$ cat config.mk
export PLATFORM = sky130hd
export DESIGN_NAME = opcode_decoder_seq
export DESIGN_NICKNAME = d
export VERILOG_FILES = /design/src/rtl/opcode_decoder_seq.sv
export SDC_FILE = /design/constraint.sdc
export NUM_CORES = 1
export LEC_CHECK = 0
export BUFFER_PORTS_ARGS = -buffer_cell sky130_fd_sc_hd__buf_4
export CORE_ASPECT_RATIO = 1.1
export CORE_MARGIN = 3
export CORE_UTILIZATION = 50
export DETAILED_ROUTE_END_ITERATION = 10
export GPL_TIMING_DRIVEN = 1
export PLACE_DENSITY = 0.92
export SYNTH_ARGS = -nofsm -noshare
export SYNTH_HDL_FRONTEND = slang
export SYNTH_SLANG_ARGS = --single-unit
$ cat constraint.sdc
create_clock -name clock -period 3.48 [get_ports clock]
set_input_delay 0.522 -clock clock [delete_from_list [all_inputs] [get_ports clock]]
set_output_delay 0.522 -clock clock [all_outputs]
set_load 0.005 [all_outputs]
$ cat src/rtl/opcode_decoder_seq.sv
// opcode_decoder_seq: registered one-hot opcode decoder with valid/ready on
// both sides, illegal-opcode flagging and a busy window for multicycle ops.
// Optional statistics counters are compiled in with `define DECODE_STATS_EN;
// without it op_count and illegal_count are constant zero.
module opcode_decoder_seq #(
  parameter int OPCODE_W  = 5,
  parameter int NUM_OUT   = 8,
  parameter int MC_FIRST  = 6,
  parameter int MC_LAST   = 7,
  parameter int MC_CYCLES = 32
) (
  input  logic                clock,
  input  logic                reset,
  input  logic                in_valid,
  output logic                in_ready,
  input  logic [OPCODE_W-1:0] opcode,
  output logic                out_valid,
  input  logic                out_ready,
  output logic [NUM_OUT-1:0]  out_sel,
  output logic                illegal,
  output logic                busy,
  output logic [15:0]         op_count,
  output logic [15:0]         illegal_count
);

  localparam int CNT_W = $clog2(MC_CYCLES + 1);

  typedef enum logic [1:0] {
    IDLE,
    MULTI,
    ISSUE
  } state_t;

  state_t             state_q, state_d;
  logic [NUM_OUT-1:0] sel_q, sel_d;
  logic               illegal_q, illegal_d;
  logic [CNT_W-1:0]   cnt_q, cnt_d;

  logic [31:0]        opcode_ext;
  logic [NUM_OUT-1:0] sel_dec;
  logic               op_illegal;
  logic               op_multi;
  logic               accept;

  // Opcode comparisons are done on a zero-extended copy so they stay unsigned.
  assign opcode_ext = 32'(opcode);
  assign op_illegal = (opcode_ext >= 32'(NUM_OUT));
  assign op_multi   = !op_illegal &&
                      (opcode_ext >= 32'(MC_FIRST)) &&
                      (opcode_ext <= 32'(MC_LAST));

  // One comparator per select bit; an illegal opcode matches none of them.
  for (genvar gi = 0; gi < NUM_OUT; gi++) begin : g_dec
    assign sel_dec[gi] = (opcode_ext == 32'(gi));
  end

  assign in_ready  = (state_q == IDLE) && !reset;
  assign accept    = in_valid && in_ready;
  assign out_valid = (state_q == ISSUE);
  assign busy      = (state_q == MULTI);
  assign out_sel   = sel_q;
  assign illegal   = illegal_q;

  // Next-state logic: latch the decode on accept, count down the multicycle
  // window, then hold the result until the consumer takes it.
  always_comb begin
    state_d   = state_q;
    sel_d     = sel_q;
    illegal_d = illegal_q;
    cnt_d     = cnt_q;
    case (state_q)
      IDLE: begin
        sel_d     = '0;
        illegal_d = 1'b0;
        if (accept) begin
          if (op_illegal) begin
            state_d   = ISSUE;
            illegal_d = 1'b1;
          end else if (op_multi) begin
            state_d = MULTI;
            sel_d   = sel_dec;
            cnt_d   = CNT_W'(MC_CYCLES);
          end else begin
            state_d = ISSUE;
            sel_d   = sel_dec;
          end
        end
      end
      MULTI: begin
        // Counter was loaded with MC_CYCLES, so leaving at 1 gives exactly
        // MC_CYCLES cycles of busy.
        if (cnt_q <= CNT_W'(1)) begin
          state_d = ISSUE;
          cnt_d   = '0;
        end else begin
          cnt_d = cnt_q - CNT_W'(1);
        end
      end
      ISSUE: begin
        if (out_ready) begin
          state_d   = IDLE;
          sel_d     = '0;
          illegal_d = 1'b0;
        end
      end
      default: begin
        state_d   = IDLE;
        sel_d     = '0;
        illegal_d = 1'b0;
        cnt_d     = '0;
      end
    endcase
  end

  // State and result registers; reset drops any op in flight.
  always_ff @(posedge clock) begin
    if (reset) begin
      state_q   <= IDLE;
      sel_q     <= '0;
      illegal_q <= 1'b0;
      cnt_q     <= '0;
    end else begin
      state_q   <= state_d;
      sel_q     <= sel_d;
      illegal_q <= illegal_d;
      cnt_q     <= cnt_d;
    end
  end

`ifdef DECODE_STATS_EN
  logic [15:0] op_cnt_q, op_cnt_d;
  logic [15:0] ill_cnt_q, ill_cnt_d;
  logic        out_hs;

  assign out_hs = out_valid && out_ready;

  // Saturating counts of legal and illegal results handed downstream.
  always_comb begin
    op_cnt_d  = op_cnt_q;
    ill_cnt_d = ill_cnt_q;
    if (out_hs && !illegal_q && (op_cnt_q != 16'hFFFF)) begin
      op_cnt_d = op_cnt_q + 16'd1;
    end
    if (out_hs && illegal_q && (ill_cnt_q != 16'hFFFF)) begin
      ill_cnt_d = ill_cnt_q + 16'd1;
    end
  end

  // Statistics registers, cleared with the rest of the block.
  always_ff @(posedge clock) begin
    if (reset) begin
      op_cnt_q  <= 16'h0000;
      ill_cnt_q <= 16'h0000;
    end else begin
      op_cnt_q  <= op_cnt_d;
      ill_cnt_q <= ill_cnt_d;
    end
  end

  assign op_count      = op_cnt_q;
  assign illegal_count = ill_cnt_q;
`else
  assign op_count      = 16'h0000;
  assign illegal_count = 16'h0000;
`endif

endmodule

; ---- Word-level counts from Yosys, hierarchy flattened
; Cells that the tools add are included.
[totals]
wordCells = 55
reg_bits = 17
input_bits = 9
[op_classes]
bitwise = 2
n_lt_le_gt_ge = 4
mux = 19
n_reduce_logical = 11
n_addsub = 1
n_eq_ne = 14
[ops]
columns = cell, count
row1 = $logic_not 32->1, 1
row2 = $mux 6, 4
row3 = $mux 8, 3
row4 = $pmux 8 s3, 1
row5 = $eq 5x3->1 const B, 4
row6 = $pmux 6 s3, 1
row7 = $eq 5x2->1 const B, 2
row8 = $mux 2, 5
row9 = $le 6x1->1 const B, 1
row10 = $ne 2x2->1 const B, 3
row11 = $pmux 2 s3, 1
row12 = $sub 6x1->6 const B, 1
row13 = $eq 5x1->1 const B, 1
row14 = $ge 5x3->1 const B, 1
row15 = $ge 5x4->1 const B, 1
row16 = $le 5x3->1 const B, 1
row17 = $logic_and 1x1->1, 4
row18 = $ne 2x1->1 const B, 2
row19 = $reduce_and 4->1, 1
row20 = $mux 1, 3
row21 = $pmux 1 s3, 1
row22 = $reduce_and 3->1, 1
row23 = $eq 2x1->1 const B, 1
row24 = $eq 2x2->1 const B, 1
row25 = 4 further kinds, 6

; ---- Depth between registers and ports, before layout
; Gate-level depths: netlist of run 1.
[depth]
word_depth = 8
mapped_depth = 5

; ---- Worst setup path after synthesis of run 1
; OpenSTA, ideal clock, no wires.
[synth_timing]
path_kind = register -> register
startpoint = register cnt_q[0]
endpoint = register state_q[1]
path_stages_with_launch = 6
period_less_slack_ns = 1.417
setup_slack_ns = 2.063
arrival_time_ns = 1.295
n_path_buf = 0
t_required_ns = 3.358
cell_sequence = dfxtp_1 inv_1 ha_1 o21bai_1 nor2_1 a221o_1
[synth_between]
elab_chain_cells = 3
[synth_lines]
columns = item, line_no
row1 = start: declaration, 37  ; logic [CNT_W-1:0] cnt_q, cnt_d;
row2 = start signal: assignment, 126  ; cnt_q <= cnt_d;
row3 = $le 6x1->1, 92  ; if (cnt_q <= CNT_W'(1)) begin
row4 = $ne 2x1->1 (no line), --
row5 = $reduce_and 3->1 (no line), --
row6 = end signal: assignment, 123  ; state_q <= state_d;
row7 = end: declaration, 34  ; state_t state_q, state_d;
; Every way passes these cells.
; A chain may end at the register's enable or synchronous reset.

; ---- Worst setup path after layout of run 1
[layout_timing]
startpoint = register state_q[0]
endpoint = output port busy
[layout_between]
elab_chain_cells = 1
[layout_lines]
columns = item, line_no
row1 = $eq 2x1->1, 60  ; assign busy = (state_q == MULTI);
row2 = end: declaration, 21  ; output logic busy,
; Every way passes these cells.

==> results of run 1 <==
flip-flops by register name, indices dropped and copies added, names as in the netlist:
register,cells
illegal,1
cnt_q,6
state_q,2
out_sel,8
routing by layer:
layer | track usage, % | vias to the layer above | share of wire [%]
met4 | 6.74 | 0 | 1.8
met2 | 25.7 | 27 | 51
li1 | - | 440 | -
met5 | 0 | - | 0
met1 | 18.9 | 428 | 41
met3 | 1.59 | 4 | 5.3
cell usage in the layout, fill, tap and decap left out, drive strengths merged:
cell type,netlist,final
or3b,1,1
nand2,1,1
or3,1,1
nor4b,1,1
ha,2,2
nor3,4,4
o21ai,8,8
o21a,2,2
xnor2,1,1
a2bb2o,1,1
conb,1,32
nand4,2,2
or2,1,1
nand2b,1,1
dfxtp,17,17
inv,4,4
and2,1,1
nand4b,2,2
o311ai,1,1
nor2b,3,3
clkinv,0,1
o211ai,3,3
nand3,4,4
a21oi,4,4
o21bai,1,1
a211oi,1,1
nor3b,3,3
nor2,5,5
nand3b,3,3
and4bb,1,1
a221o,1,1
o2111ai,2,2
nand4bb,1,1
buf,35,20
o2bb2ai,7,7
clkbuf,0,3
cell type report:
class,instances,area share [%]
flip-flops and latches,17,27.8
well taps,28,2.87
clock buffers,3,1.84
clock inverters,1,0.409
multi-input cells,101,53.5
inverters,4,1.23
repair buffers,20,12.3
worst max path at each step:
stage                             to  slack, ns  depth (start not counted)
final                           busy       1.61                          2
after global routing            busy       1.52                          2
after detailed placement  out_sel[5]       1.91                          4
after global placement    out_sel[5]       1.93                          4
after CTS                       busy       1.62                          2
after floorplan           state_q[1]       2.06                          5
power groups by stage:
stage,Clock (mW),Combinational [mW],Sequential (mW)
final,0.108,0.0455,0.201
after global routing,0.119,0.0509,0.202
after CTS,0.112,0.0444,0.201
after detailed placement,0,0.0442,0.205
after global placement,0,0.0435,0.205
after floorplan,0,0.0582,0.202
logic make-up (layout without fill, tap and decap cells):
logic type / after synthesis / count (layout) / share of synthesized area [%]
other: 1 / 32 / 0.324
flip-flops: 17 / 17 / 29.4
buffers and inverters: 39 / 28 / 24.1
AO/OA/AOI/OAI: 31 / 31 / 20.2
adder cells (fa/ha/maj): 2 / 2 / 2.16
XOR/XNOR: 1 / 1 / 0.757
AND/OR/NAND/NOR: 35 / 35 / 23.0
critical path, stage by stage (launching register included):
cell	delay, ns
dfxtp_1	0.60
nor2b_2	0.31
buf_4	0.14
==> impl_metrics.env, run 1 <==
export IMPL_clockBufferDepth=2
export IMPL_vias=899
export IMPL_firstDrtPassIters=4
export IMPL_cts_made_buffers=3
export IMPL_rsz0062_at_grt="no"
export IMPL_initial_utilization_pct=55.0
export IMPL_drc_errors=0
export IMPL_p_switching_uw=96.3
export IMPL_dpl_cell_area_um2=1190
export IMPL_rr_endpoint="state_q[1]"
export IMPL_setup_slack_ns=1.61
export IMPL_cts_resized=0
export IMPL_synth_most_common_cell="buf_4"
export IMPL_worst_hold_slack_ns=0.477
export IMPL_design_area_um2=1220
export IMPL_synthArstFlopShare_pct=0
export IMPL_r2r_cells=5
export IMPL_num_io_pins=53
export IMPL_synth_area_top_cells="dfxtp_1 29%, buf_4 21%, o2bb2ai_1 5.3%"
export IMPL_yosys_top_cells_count="33 x buf_4, 17 x dfxtp_1, 7 x o2bb2ai_1"
export IMPL_drv_slew=0
export IMPL_cp_max_fo=11
export IMPL_reg2reg_setup_slack_ns=1.93
export IMPL_synth_top_area_cell="dfxtp_1"
export IMPL_drt_iter0_markers=16
export IMPL_crit_required_ns=2.96
export IMPL_cts_tree="yes"
export IMPL_p_total_uw=355
export IMPL_hold_start="out_sel[5]"
export IMPL_fill_cells=188
export IMPL_areaGrowthSynthToFinish_pct=5.62
export IMPL_dp_hpwl_um=1630
export IMPL_hold_viol_final=0
export IMPL_die_height_um=56.5
export IMPL_portBuffers=20
export IMPL_hold_depth=1
export IMPL_track_usage_pct=15.2
export IMPL_ir_drop_mv=0.163
export IMPL_utilization_pct=58.1
export IMPL_wire_per_inst_um=12.2
export IMPL_synth_top_area_share_pct=29.4
export IMPL_layout_nets=158
export IMPL_clockRootBuffer="clkbuf_4"
export IMPL_viasPerCell=5.17
export IMPL_layout_drive_gt1_share_pct=24.0
export IMPL_core_area_um2=2110
export IMPL_path_clk_slew_ns=0.10
export IMPL_syn_avg_cell_area_um2=9.19
export IMPL_hold_path_class="flop to flop"
export IMPL_internal_power_uw=258
export IMPL_clock_sinks=17
export IMPL_die_area_um2=2930
export IMPL_grt_pass1_wl_um=3460
export IMPL_comb_power_share_pct=12.8
export IMPL_fin_crit_sh_pct=53.6
export IMPL_dp_slack_ns=1.91
export IMPL_drt_total_wl_um=2120
export IMPL_hold_end="out_sel[5]"
export IMPL_synth_yosys_seq_area_share_pct=29.4
export IMPL_swShare_pct=27.2
export IMPL_end_kind="primary output"
export IMPL_clk_latency_ns=0.29
export IMPL_multi_input_area_um2=654
export IMPL_grt_remaining_overflow=0
export IMPL_p_per_area_nw_per_um2=290
export IMPL_antenna_found_initial=0
export IMPL_cp_start_kind="flop"
export IMPL_grt_max_degree=13
export IMPL_synth_cell_types=42
export IMPL_seq_power_share_pct=56.7
export IMPL_row_count=17
export IMPL_fmax_mhz=536
export IMPL_postSynthRegisterBits=17
export IMPL_holdBufCountCts=0
export IMPL_cts_htree_levels=1
export IMPL_die_w_um=51.9
export IMPL_placedCellCount=170
export IMPL_finalSetupViolCount=0
export IMPL_antennaDiodeCount=0
export IMPL_ys_flop_type="dfxtp_1"
export IMPL_seqCellArea_um2=340
export IMPL_timing_final_crit_period_ns=1.87
export IMPL_status="finished, final reports clean"
export IMPL_syn_cell_area_um2=1160
export IMPL_maxCapViolCount=0
export IMPL_leakage_nw=0.517
export IMPL_ys_warn_count=0
export IMPL_grt_pass1_vias=788
export IMPL_skew_ns=0.00134
export IMPL_stdcell_count=174
export IMPL_fin_tns_setup_ns=0
export IMPL_synth_edf_count=0
export IMPL_crit_start="state_q[0]"
export IMPL_reg2reg_from="cnt_q[0]"
export IMPL_final_antenna_net_count=0
export IMPL_cp_arrival_ns=1.34
export IMPL_critical_path_class="flop to primary output"
export IMPL_post_cts_buffers=0
export IMPL_power_clock_fraction_pct=30.5
export IMPL_synthCells=126
export IMPL_gp_congestion=0.891
Note: power is estimated with default switching activity, not from simulation.
==> run 2: changes to the inputs <==
ABC_AREA = 1   (was unset)
CORE_UTILIZATION = 41   (was 50)
PLACE_DENSITY = 0.82   (was 0.92)
clock period = 1.6 ns   (was 3.48 ns; I/O delays follow)
==> run 2 against run 1 <==
Die area rose by 16%. Sequential share of layout area rose by 0.54 points. Cell count grew 21%. Clock power up 110%. Hold slack worse by 0.23 ns. Worst setup slack lost 1.5 ns. Combinational power grew to 2.5 times the previous value. Via count rose by 6.6%. Register-to-register slack got worse by 1.7 ns. Critical path depth rose by 2. Routed wire length down 3.3%. Sequential cell count stayed put. Largest cell class unchanged.
==> impl_metrics.env, run 2 <==
export IMPL_ys_flop_type="dfxtp_1"
export IMPL_rsz0062_at_grt="no"
export IMPL_hold_path_class="input port to flop"
export IMPL_grt_pass1_wl_um=3310
export IMPL_hold_viol_final=0
export IMPL_yosys_top_cells_count="32 x buf_4, 25 x nand2_1, 17 x dfxtp_1"
export IMPL_final_common_cell="conb_1"
export IMPL_track_usage_pct=12.0
export IMPL_clk_latency_ns=0.29
export IMPL_skew_ns=0.00272
export IMPL_synth_yosys_seq_area_share_pct=30.4
export IMPL_initial_utilization_pct=44.1
export IMPL_synth_top_area_cell="dfxtp_1"
export IMPL_ys_warn_count=0
export IMPL_finalSetupViolCount=0
export IMPL_fill_cells=275
export IMPL_largest_reg_flops=8
export IMPL_synth_most_common_cell="buf_4"
export IMPL_clock_sinks=17
export IMPL_drv_slew=0
export IMPL_cts_made_buffers=3
export IMPL_most_common_layout_cells="32 x conb_1, 25 x nand2_1, 20 x buf_4"
export IMPL_synth_top_area_share_pct=30.4
export IMPL_clockRootBuffer="clkbuf_4"
export IMPL_grt_max_degree=19
export IMPL_cp_max_fo=4
export IMPL_areaGrowthSynthToFinish_pct=7.37
export IMPL_row_count=19
export IMPL_dp_hpwl_um=1650
export IMPL_die_w_um=55.9
export IMPL_p_total_uw=775
export IMPL_synth_edf_count=0
export IMPL_placedCellCount=206
export IMPL_gp_congestion=0.840
export IMPL_synthArstFlopShare_pct=0
export IMPL_critical_path_class="flop to primary output"
export IMPL_drc_errors=0
export IMPL_layout_nets=191
export IMPL_num_io_pins=53
export IMPL_cp_cell_sequence="inv_1, nand2_1, inv_1, buf_4"
export IMPL_viasPerCell=4.56
export IMPL_slowest_delay_ns=0.42
export IMPL_fin_tns_setup_ns=0
export IMPL_crit_required_ns=1.36
export IMPL_wire_per_inst_um=9.77
export IMPL_layout_drive_gt1_share_pct=20.7
export IMPL_holdBufCountCts=0
export IMPL_cts_tree="yes"
export IMPL_cp_start_kind="flop"
export IMPL_fmax_mhz=687
export IMPL_grt_pass1_vias=853
export IMPL_cts_htree_levels=1
export IMPL_cp_arrival_ns=1.21
export IMPL_stdcell_count=210
export IMPL_grt_remaining_overflow=0
export IMPL_final_antenna_net_count=0
export IMPL_drt_iter0_markers=23
export IMPL_synth_area_top_cells="dfxtp_1 30%, buf_4 21%, nand2_1 8.4%"
export IMPL_die_area_um2=3400
export IMPL_timing_final_crit_period_ns=1.45
export IMPL_leakage_nw=0.581
export IMPL_syn_avg_cell_area_um2=7.05
export IMPL_ir_drop_mv=0.456
export IMPL_drt_total_wl_um=2050
export IMPL_crit_top_cell="inv_1"
export IMPL_end_kind="primary output"
export IMPL_antennaDiodeCount=0
export IMPL_firstDrtPassIters=4
export IMPL_portBuffers=20
export IMPL_postSynthRegisterBits=17
export IMPL_status="finished, final reports clean"
export IMPL_maxCapViolCount=0
export IMPL_synth_cell_types=25
export IMPL_p_per_area_nw_per_um2=644
export IMPL_antenna_found_initial=0
export IMPL_syn_cell_area_um2=1120
export IMPL_clockBufferDepth=2
export IMPL_path_clk_slew_ns=0.10
export IMPL_slowest_stage="dfxtp_1"
export IMPL_core_area_um2=2540
export IMPL_vias=958
export IMPL_fin_crit_sh_pct=90.9
export IMPL_synthCells=159
export IMPL_die_height_um=60.8
run 2: cell count changes after synthesis, moves of 4 or more:
cell,previous run,this run
nand3_1,3,11
a21oi_1,4,14
nor2_1,5,13
nand2_2,0,5
nor3_1,4,0
nand2_1,1,25
o2bb2ai_1,7,0
inv_1,4,15
run 2: layer usage:
metal,part of all wire [%],track usage (%),vias up
met3,6.6,2.34,5
met5,0,0,-
met2,50,22.8,34
met1,41,13.2,435
met4,1.6,5.42,0
li1,-,-,484
run 2: power breakdown:
group | total [mW] | internal (mW) | switching [mW]
logic | 0.114 | 0.0398 | 0.0742
registers | 0.432 | 0.428 | 0.00481
clock network | 0.228 | 0.0929 | 0.135
total | 0.775 | 0.560 | 0.214
run 2: final cells by class:
cell class | count | area (µm²) | area share (%)
Tap cell | 31 | 38.8 | 3.22
Multi-Input combinational cell | 121 | 581 | 48.2
Clock buffer | 3 | 22.5 | 1.87
Clock inverter | 1 | 5.00 | 0.416
Sequential cell | 17 | 342 | 28.4
Inverter | 17 | 65.1 | 5.41
Timing Repair Buffer | 20 | 150 | 12.5
run 2: worst paths after layout:
kind	start	endpoint	slack [ns]	depth (start not counted)
setup reg to reg	cnt_q[0]	cnt_q[5]	0.19	9
hold / removal	reset	cnt_q[5]	0.24	2
hold reg to reg	cnt_q[0]	cnt_q[0]	0.46	1
setup / recovery	state_q[1]	busy	0.15	4
run 2: what timing repair did:
item / in CTS / in global routing
setup buffers: 0 / 0
setup endpoints to repair: 0 / 4
resized for setup: 0 / 3
run 2: per-stage QoR:
| stage | worst slack [ns] | cell area, µm² | util [%] | hold WS, ns |
|---|---|---|---|---|
| 2_1_floorplan | 0.234 | 1240 | - | 0.401 |
| 3_3_place_gp | 0.157 | 1170 | 46.1 | 0.455 |
| 3_5_place_dp | 0.0597 | 1170 | 46.1 | 0.456 |
| 4_1_cts | 0.0329 | 1200 | 47.2 | 0.245 |
| 5_1_grt | 0.0230 | 1200 | 47.3 | 0.252 |
| 6_report | 0.145 | 1200 | 47.3 | 0.244 |
run 2: cell families (layout without fill, tap and decap cells):
kind of cell / count (synthesis) / count (layout) / share of synthesized area, %
simple gates: 64 / 64 / 27.0
buf+inv: 52 / 41 / 28.5
other cells: 1 / 32 / 0.335
compound gates: 22 / 22 / 10.8
xor+xnor: 1 / 1 / 0.781
fa+ha+maj: 2 / 2 / 2.23
flops: 17 / 17 / 30.4
run 2: worst max-delay path: cells and delay by family (launching register included):
family                 cells  cell delay (ns)
DFF                        1             0.42
and+or+nand+nor            1             0.14
buffers and inverters      3             0.36
